### config.mk
export PLATFORM = sky130hd
export DESIGN_NAME = mem_wb_stage
export DESIGN_NICKNAME = d
export VERILOG_FILES = /design/src/rtl/core_pkg.sv /design/src/rtl/mem_wb_stage_load_align.sv /design/src/rtl/mem_wb_stage.sv
export SDC_FILE = /design/constraint.sdc
export NUM_CORES = 1
export LEC_CHECK = 0
export CAP_MARGIN = 20
export CELL_PAD_IN_SITES_DETAIL_PLACEMENT = 1
export CELL_PAD_IN_SITES_GLOBAL_PLACEMENT = 1
export CORE_MARGIN = 5
export CORE_UTILIZATION = 28
export CTS_BUF_LIST = sky130_fd_sc_hd__clkbuf_8
export CTS_CLUSTER_SIZE = 20
export DETAILED_ROUTE_END_ITERATION = 7
export PLACE_DENSITY = 0.9
export SYNTH_ARGS = -nofsm -noshare
export SYNTH_HDL_FRONTEND = slang
export SYNTH_SLANG_ARGS = --single-unit
### constraint.sdc
create_clock -name clk -period 5.55 [get_ports clk]
set_input_delay 1.3875 -clock clk [delete_from_list [all_inputs] [get_ports clk]]
set_output_delay 1.3875 -clock clk [all_outputs]
set_load 0.02 [all_outputs]
### src/rtl/core_pkg.sv
// Shared definitions for the five-stage core: load funct3 encodings, the
// default NOP word and the MEM/WB register update actions.
package core_pkg;

  localparam logic [2:0] F3_LB  = 3'b000;
  localparam logic [2:0] F3_LH  = 3'b001;
  localparam logic [2:0] F3_LW  = 3'b010;
  localparam logic [2:0] F3_LBU = 3'b100;
  localparam logic [2:0] F3_LHU = 3'b101;

  // Named with a suffix so a module parameter called NOP_INSN can default to it
  localparam logic [31:0] NOP_INSN_DEFAULT = 32'h0000_0013;

  typedef enum logic [1:0] {
    UPD_CAPTURE = 2'd0,
    UPD_HOLD    = 2'd1,
    UPD_KILL    = 2'd2,
    UPD_BUBBLE  = 2'd3
  } upd_e;

  function automatic logic [31:0] ext8(input logic [7:0] b, input logic sgn);
    ext8 = {{24{sgn & b[7]}}, b};
  endfunction

  function automatic logic [31:0] ext16(input logic [15:0] h, input logic sgn);
    ext16 = {{16{sgn & h[15]}}, h};
  endfunction

endpackage

### src/rtl/mem_wb_stage_load_align.sv
// Load data alignment: picks the addressed byte/half from the raw memory word,
// extends it per load type and flags accesses that are not naturally aligned.
module load_align
  import core_pkg::*;
(
  input  logic [31:0] datai,
  input  logic [1:0]  off,
  input  logic [2:0]  funct3,
  output logic [31:0] data,
  output logic        misalign
);

  logic [7:0]  byte_s;
  logic [15:0] half_s;

  // Byte and half-word lane selection from the offset
  always_comb begin
    byte_s = datai[7:0];
    case (off)
      2'd0:    byte_s = datai[7:0];
      2'd1:    byte_s = datai[15:8];
      2'd2:    byte_s = datai[23:16];
      2'd3:    byte_s = datai[31:24];
      default: byte_s = datai[7:0];
    endcase
    if (off[1]) begin
      half_s = datai[31:16];
    end else begin
      half_s = datai[15:0];
    end
  end

  // Extension and misalignment per load type; unknown types pass the word through
  always_comb begin
    data     = datai;
    misalign = 1'b0;
    case (funct3)
      F3_LB:   data = ext8(byte_s, 1'b1);
      F3_LBU:  data = ext8(byte_s, 1'b0);
      F3_LH: begin
        data     = ext16(half_s, 1'b1);
        misalign = off[0];
      end
      F3_LHU: begin
        data     = ext16(half_s, 1'b0);
        misalign = off[0];
      end
      F3_LW: begin
        data     = datai;
        misalign = (off != 2'd0);
      end
      default: begin
        data     = datai;
        misalign = 1'b0;
      end
    endcase
  end

endmodule

### src/rtl/mem_wb_stage.sv
// MEM/WB pipeline register: validity tracking, flush/hold/bubble handling,
// aligned load data, qualified register-write strobe and a bubble counter.
module mem_wb_stage
  import core_pkg::*;
#(
  parameter int          RADDR_W    = 5,
  parameter logic [31:0] NOP_INSN   = NOP_INSN_DEFAULT,
  parameter int          LOAD_ALIGN = 1,
  parameter int          CNT_W      = 16
) (
  input  logic               clk,
  input  logic               rst,
  input  logic               en,
  input  logic               flush,
  input  logic               valid_mem,
  input  logic [31:0]        ir_mem,
  input  logic [31:0]        pc_mem,
  input  logic [31:0]        aluo_mem,
  input  logic [31:0]        datai,
  input  logic               mem_ready,
  input  logic [RADDR_W-1:0] rd_mem,
  input  logic               memread_mem,
  input  logic [2:0]         ld_funct3_mem,
  input  logic               datatoreg_mem,
  input  logic               regwrite_mem,
  output logic               mem_stall,
  output logic               valid_wb,
  output logic [31:0]        pc_wb,
  output logic [31:0]        ir_wb,
  output logic [31:0]        aluo_wb,
  output logic [31:0]        mdr_wb,
  output logic [RADDR_W-1:0] rd_wb,
  output logic               datatoreg_wb,
  output logic               regwrite_wb,
  output logic               misalign_wb,
  output logic [31:0]        wb_data,
  output logic [CNT_W-1:0]   bubble_cnt
);

  upd_e        upd_s;
  logic [31:0] align_data_s;
  logic        align_mis_s;
  logic        misalign_s;
  logic        regwrite_s;

  generate
    if (LOAD_ALIGN != 0) begin : g_align
      load_align u_align (
        .datai    (datai),
        .off      (aluo_mem[1:0]),
        .funct3   (ld_funct3_mem),
        .data     (align_data_s),
        .misalign (align_mis_s)
      );
    end else begin : g_raw
      assign align_data_s = datai;
      assign align_mis_s  = 1'b0;
    end
  endgenerate

  assign mem_stall  = valid_mem & memread_mem & ~mem_ready;
  assign misalign_s = memread_mem & align_mis_s;
  assign regwrite_s = regwrite_mem & valid_mem & (rd_mem != {RADDR_W{1'b0}}) & ~misalign_s;
  assign wb_data    = datatoreg_wb ? mdr_wb : aluo_wb;

  // Update action: flush beats hold, hold beats a memory-wait bubble
  always_comb begin
    upd_s = UPD_CAPTURE;
    if (flush) begin
      upd_s = UPD_KILL;
    end else if (!en) begin
      upd_s = UPD_HOLD;
    end else if (mem_stall) begin
      upd_s = UPD_BUBBLE;
    end else begin
      upd_s = UPD_CAPTURE;
    end
  end

  // WB field registers; kill and bubble clear validity but keep the data fields
  always_ff @(posedge clk or posedge rst) begin
    if (rst) begin
      valid_wb     <= 1'b0;
      pc_wb        <= 32'h0000_0000;
      ir_wb        <= 32'h0000_0000;
      aluo_wb      <= 32'h0000_0000;
      mdr_wb       <= 32'h0000_0000;
      rd_wb        <= {RADDR_W{1'b0}};
      datatoreg_wb <= 1'b0;
      regwrite_wb  <= 1'b0;
      misalign_wb  <= 1'b0;
    end else begin
      case (upd_s)
        UPD_KILL, UPD_BUBBLE: begin
          valid_wb    <= 1'b0;
          regwrite_wb <= 1'b0;
          misalign_wb <= 1'b0;
          ir_wb       <= NOP_INSN;
        end
        UPD_CAPTURE: begin
          valid_wb     <= valid_mem;
          pc_wb        <= pc_mem;
          ir_wb        <= ir_mem;
          aluo_wb      <= aluo_mem;
          mdr_wb       <= align_data_s;
          rd_wb        <= rd_mem;
          datatoreg_wb <= datatoreg_mem;
          regwrite_wb  <= regwrite_s;
          misalign_wb  <= misalign_s;
        end
        default: begin
          valid_wb <= valid_wb;
        end
      endcase
    end
  end

  // Saturating count of memory-wait bubbles (a flush in the same cycle does not count)
  always_ff @(posedge clk or posedge rst) begin
    if (rst) begin
      bubble_cnt <= {CNT_W{1'b0}};
    end else if (upd_s == UPD_BUBBLE && bubble_cnt != {CNT_W{1'b1}}) begin
      bubble_cnt <= bubble_cnt + CNT_W'(1);
    end else begin
      bubble_cnt <= bubble_cnt;
    end
  end

endmodule

Yosys cells after proc, flatten, opt, wreduce, memory -nomap -nowiden:

Index checks and enable logic that the tools add are counted.

* add/sub/neg operators: 1
* eq/ne operators: 10
* muxes and demuxes: 12
* bitwise operators: 8
* reduce and logical (&&, ||, !) cells: 9

Operators with widths (number)
* 32-bit case mux with 4 select lines: 1
* 32-bit case mux with 2 select lines: 1
* 32-bit two-way mux: 1
* 8-bit case mux with 4 select lines: 1
* 16-bit by 1-bit adder with 16-bit output, second input constant: 1
* 16-bit two-way mux: 1
* 16-bit != test, second input constant: 1
* 2-bit == test, second input constant: 4
* 1-bit case mux with 2 select lines: 4
* 1-bit AND: 6
* 3-bit == test, second input constant: 2
* 2-bit two-way mux: 3
* 5-bit nonzero test: 1
* 2-bit logical NOT: 2
* 2-bit nonzero test: 2
* 2-bit OR reduction: 2
* 3-bit by 1-bit == test with 1-bit output, second input constant: 1
* 3-bit by 2-bit == test with 1-bit output, second input constant: 1
* 3-bit logical NOT: 1
* 2-bit by 1-bit == test with 1-bit output, second input constant: 1
* 1-bit inverter: 2
* 1-bit logical AND: 1

* flip-flop bits (word level): 153
* input port bits: 145
* output and inout port bits: 186

Longest topological paths before layout:

* word-level depth: 8
* mapped depth: 7
* mapped depth without buffers: 5

Hierarchy:

Synthesis repeated with hierarchy kept, for this count alone.

* cells, all modules: 761
* area total of the unflattened synthesis: 7158.1 um2

By module, submodules not included
* mem_wb_stage: times used 1, cells an instance 626, area each 6249.7 um2
* load_align: times used 1, cells an instance 135, area each 908.4 um2

Least setup slack after synthesis:

OpenSTA, ideal clock, no wires.

* path type: input -> output
* from: input mem_ready
* to: output mem_stall
* arrival time: 1.839 ns
* setup slack: 2.324 ns
* stages on the path: 2
* path through: nand3b_1 inv_1

* longest elaborated chain between the ends: 2

RTL lines
* start, declared: RTL line mem_wb_stage.sv:20 `input logic mem_ready,`
* 1-bit inverter: RTL line mem_wb_stage.sv:61 `assign mem_stall = valid_mem & memread_mem & ~mem_ready;`
* 1-bit AND: RTL line mem_wb_stage.sv:61
* end, declared: RTL line mem_wb_stage.sv:26 `output logic mem_stall,`

No other way between the ends.

Worst setup path after layout:

* from: input memread_mem
* to: output mem_stall

* longest elaborated chain between the ends: 2

RTL lines
* start, declared: RTL line mem_wb_stage.sv:22 `input logic memread_mem,`
* 1-bit AND (2 in a row): RTL line mem_wb_stage.sv:61

No other way between the ends.

==> flow_summary.yaml <==
grt:
  first_global_vias: 7203
  grt.overflow.total: 0
  antenna_found_initial: 2
  grt_max_degree: 98
  track_usage_pct: 18.9
  grt_pass1_wl_um: 41900
power:
  p_leak_nw: 4.87
  power.density_nw_per_um2: 306
  peakVddDrop_v: 0.000155
critical_path:
  critPathLaunch: "memread_mem"
  arrival_ns: 3.08
  cp-start-kind: "input port"
  crit_required_ns: 4.16
  cp-end-kind: "primary output"
  ff2ff_path_depth: 5
  path_max_fanout: 5
  criticalPathCategory: "input port to primary output"
  r2r_start: "bubble_cnt[0]$_DFFE_PP0P_"
  r2r-end: "bubble_cnt[1]$_DFFE_PP0P_"
  r2r_slack_ns: 3.65
timing:
  finClkSkew_ns: 0.0160
  slew_headroom_pct: 38.1
  hold_viol: 0
  slew_viol_final: 0
  fin_crit_sh_pct: 80.5
  max_freq_mhz: 224
  worst_pin_slew_ns: 0.926
  fin_crit_ns: 4.47
  finalSetupTns_ns: 0
  setup_violations: 0
  rsz0062_at_grt: "false"
yosys:
  synth-simple-area-share_pct: 19.2
  ys_ff_latch: 153
  synth_edf_count: 0
  synth.cell_area_um2: 6900
  synth_area_leaders: "dfrtp_1 55%, nand2_1 13%, mux2_2 6.9%"
  synth-seq-area-share_pct: 55.5
  synth_compound_gate_area_share_pct: 12.3
  netlist_instances: 695
  async_reset_ff_share_pct: 100
  postSynthAreaPerCell_um2: 9.93
  synth_top_family_by_area: "simple AND/OR/NAND/NOR gates"
  synthAdderAreaFrac_pct: 0.181
  synth_xor_area_share_pct: 1.52
  synthMuxAreaShare_pct: 7.76
  synth_top_cell_by_area: "dfrtp_1"
  synth_top_flop_cell: "dfrtp_1"
  yosysWarningCount: 0
  netlist-cell-type-count: 49
  synth_top_area_share_pct: 55.5
  syn_nets: 841
min_path:
  holdCritStartpoint: "pc_wb[17]$_DFFE_PP0N_"
  hp-class: "register to register"
  whs_path_depth: 2
  holdPathEnd: "pc_wb[17]$_DFFE_PP0N_"
place:
  hpwl_um: 20300
  place_congestion: 0.801
  port_buffers: 330
drt:
  wl_met2_um: 13400
  via_per_inst: 4.87
  met3_length_um: 1660
  drt_iter0_drc: 418
  ant_nets: 0
  first_pass_iters: 4
  wl_um: 27000
  drcViolationCount: 0
  top_layer_used: "met4"
  wire_per_inst_um: 20.0
  via_count: 6559
  drt-met1-wl_um: 11000
cts:
  clock_latency_ns: 0.44
  numCtsBuffers: 17
  clk_pin_slew_ns: 0.09
  cts_root_buf: "clkbuf_8"
  cts_tree: "yes"
  hold_buffers: 0
  htreeDepth: 4
  cts.sinks: 153
  cts_resized: 0
  postCtsSetupBuffers: 0
  clockBufferDepth: 2
die:
  dieWidth_um: 167
  row_count: 57
  boundaryPins: 331
  die_area_um2: 27900
  design.core.area_um2: 24300
  die_h_um: 167
  start_util_pct: 28.4
final_layout:
  fin_nets: 1154
  post-route-util_pct: 44.9
  drive_above_1_share_pct: 9.40
  syn_to_final_growth_pct: 58.2
  fillers: 2708
run:
  drv_cap: 0
status:
  outcome: "finished clean"
==> logic make-up after synthesis <==
logic type | after synthesis
muxes | 47
adders and majority gates | 1
AOI/OAI and AO/OA | 111
xor gates and xnor gates | 12
buffers and inverters | 57
DFF | 153
and+or+nand+nor | 314
==> cell usage in the layout (no fill, tap or decap), drive strengths merged, types with 4 or more instances in the layout <==
master	count
a21o	8
a21oi	5
a221oi	8
a22o	31
a22oi	5
a31oi	25
and3b	4
and4	4
buf	8
clkbuf	17
clkdlybuf4s50	330
clkinv	5
dfrtp	153
inv	21
mux2	42
mux2i	4
nand2	246
nand2b	4
nand3	9
nor2	28
nor4	4
o211ai	4
o21ai	11
o22a	4
xnor2	6
xor2	6
==> through the flow <==
step,power [mW],hold slack [ns],instances,cell area [µm²],worst slack (ns)
2_1_floorplan,1.88,0.589,695,6900,0.0411
3_3_place_gp,2.46,0.457,1313,10500,1.08
3_5_place_dp,2.50,0.462,1313,10500,1.07
4_1_cts,3.40,0.486,1345,10900,1.06
5_1_grt,3.52,0.510,1347,10900,0.992
6_report,3.34,0.480,1348,10900,1.08
==> where the power goes <==
group          switching [mW]  internal, mW  total (mW)
Sequential              0.134          1.25        1.38
Combinational           0.539         0.545        1.08
Clock                   0.500         0.375       0.875
Total                    1.17          2.17        3.34
==> metal layers <==
metal	up-vias	GRT usage (%)
li1	3004	-
met1	3276	22.9
met2	230	31.6
met3	49	5.24
met4	0	7.65
met5	-	0
==> worst max-delay path by stage <==
stage          slack, ns  cells after the start                endpoint
2_1_floorplan       0.04                      1  aluo_wb[0]$_DFFE_PP0N_
3_3_place_gp        1.08                      4               mem_stall
3_5_place_dp        1.07                      4               mem_stall
4_1_cts             1.06                      4               mem_stall
5_1_grt             0.99                      4               mem_stall
6_report            1.08                      4               mem_stall
==> final cells by class <==
type | count | area, µm² | area share [%]
diodes | 3 | 7.51 | 0.0687
well taps | 324 | 405 | 3.71
multi-input cells | 485 | 2850 | 26.1
clock buffers | 17 | 234 | 2.14
flip-flops and latches | 153 | 3830 | 35.1
repair buffers | 338 | 3390 | 31.0
clock inverters | 15 | 159 | 1.45
inverters | 13 | 53.8 | 0.492
==> cell usage after synthesis, types with 5 or more instances <==
cell and n:
clkbuf_1 24, xor2_1 6, a31oi_1 25, buf_2 18, mux2_2 42, nor2_1 27, dfrtp_1 153, o21ai_0 8
a22oi_1 5, nand3_1 8, a221oi_1 8, a21o_1 8, inv_1 13, xnor2_1 6, nand2_1 246, a22o_1 31
==> flip-flops by register name, summed over array words and instances, names as in the netlist <==
register and cells:
aluo_wb 32, bubble_cnt 16, datatoreg_wb 1, ir_wb 32, mdr_wb 32, misalign_wb 1
pc_wb 32, rd_wb 5, regwrite_wb 1, valid_wb 1
==> worst max-delay path, cell delays in order <==
cell and delay (ns):
clkdlybuf4s50_1 0.52, nand3b_1 0.28, inv_1 0.25, clkdlybuf4s50_1 0.64
Power figures use the tool's default switching activity.
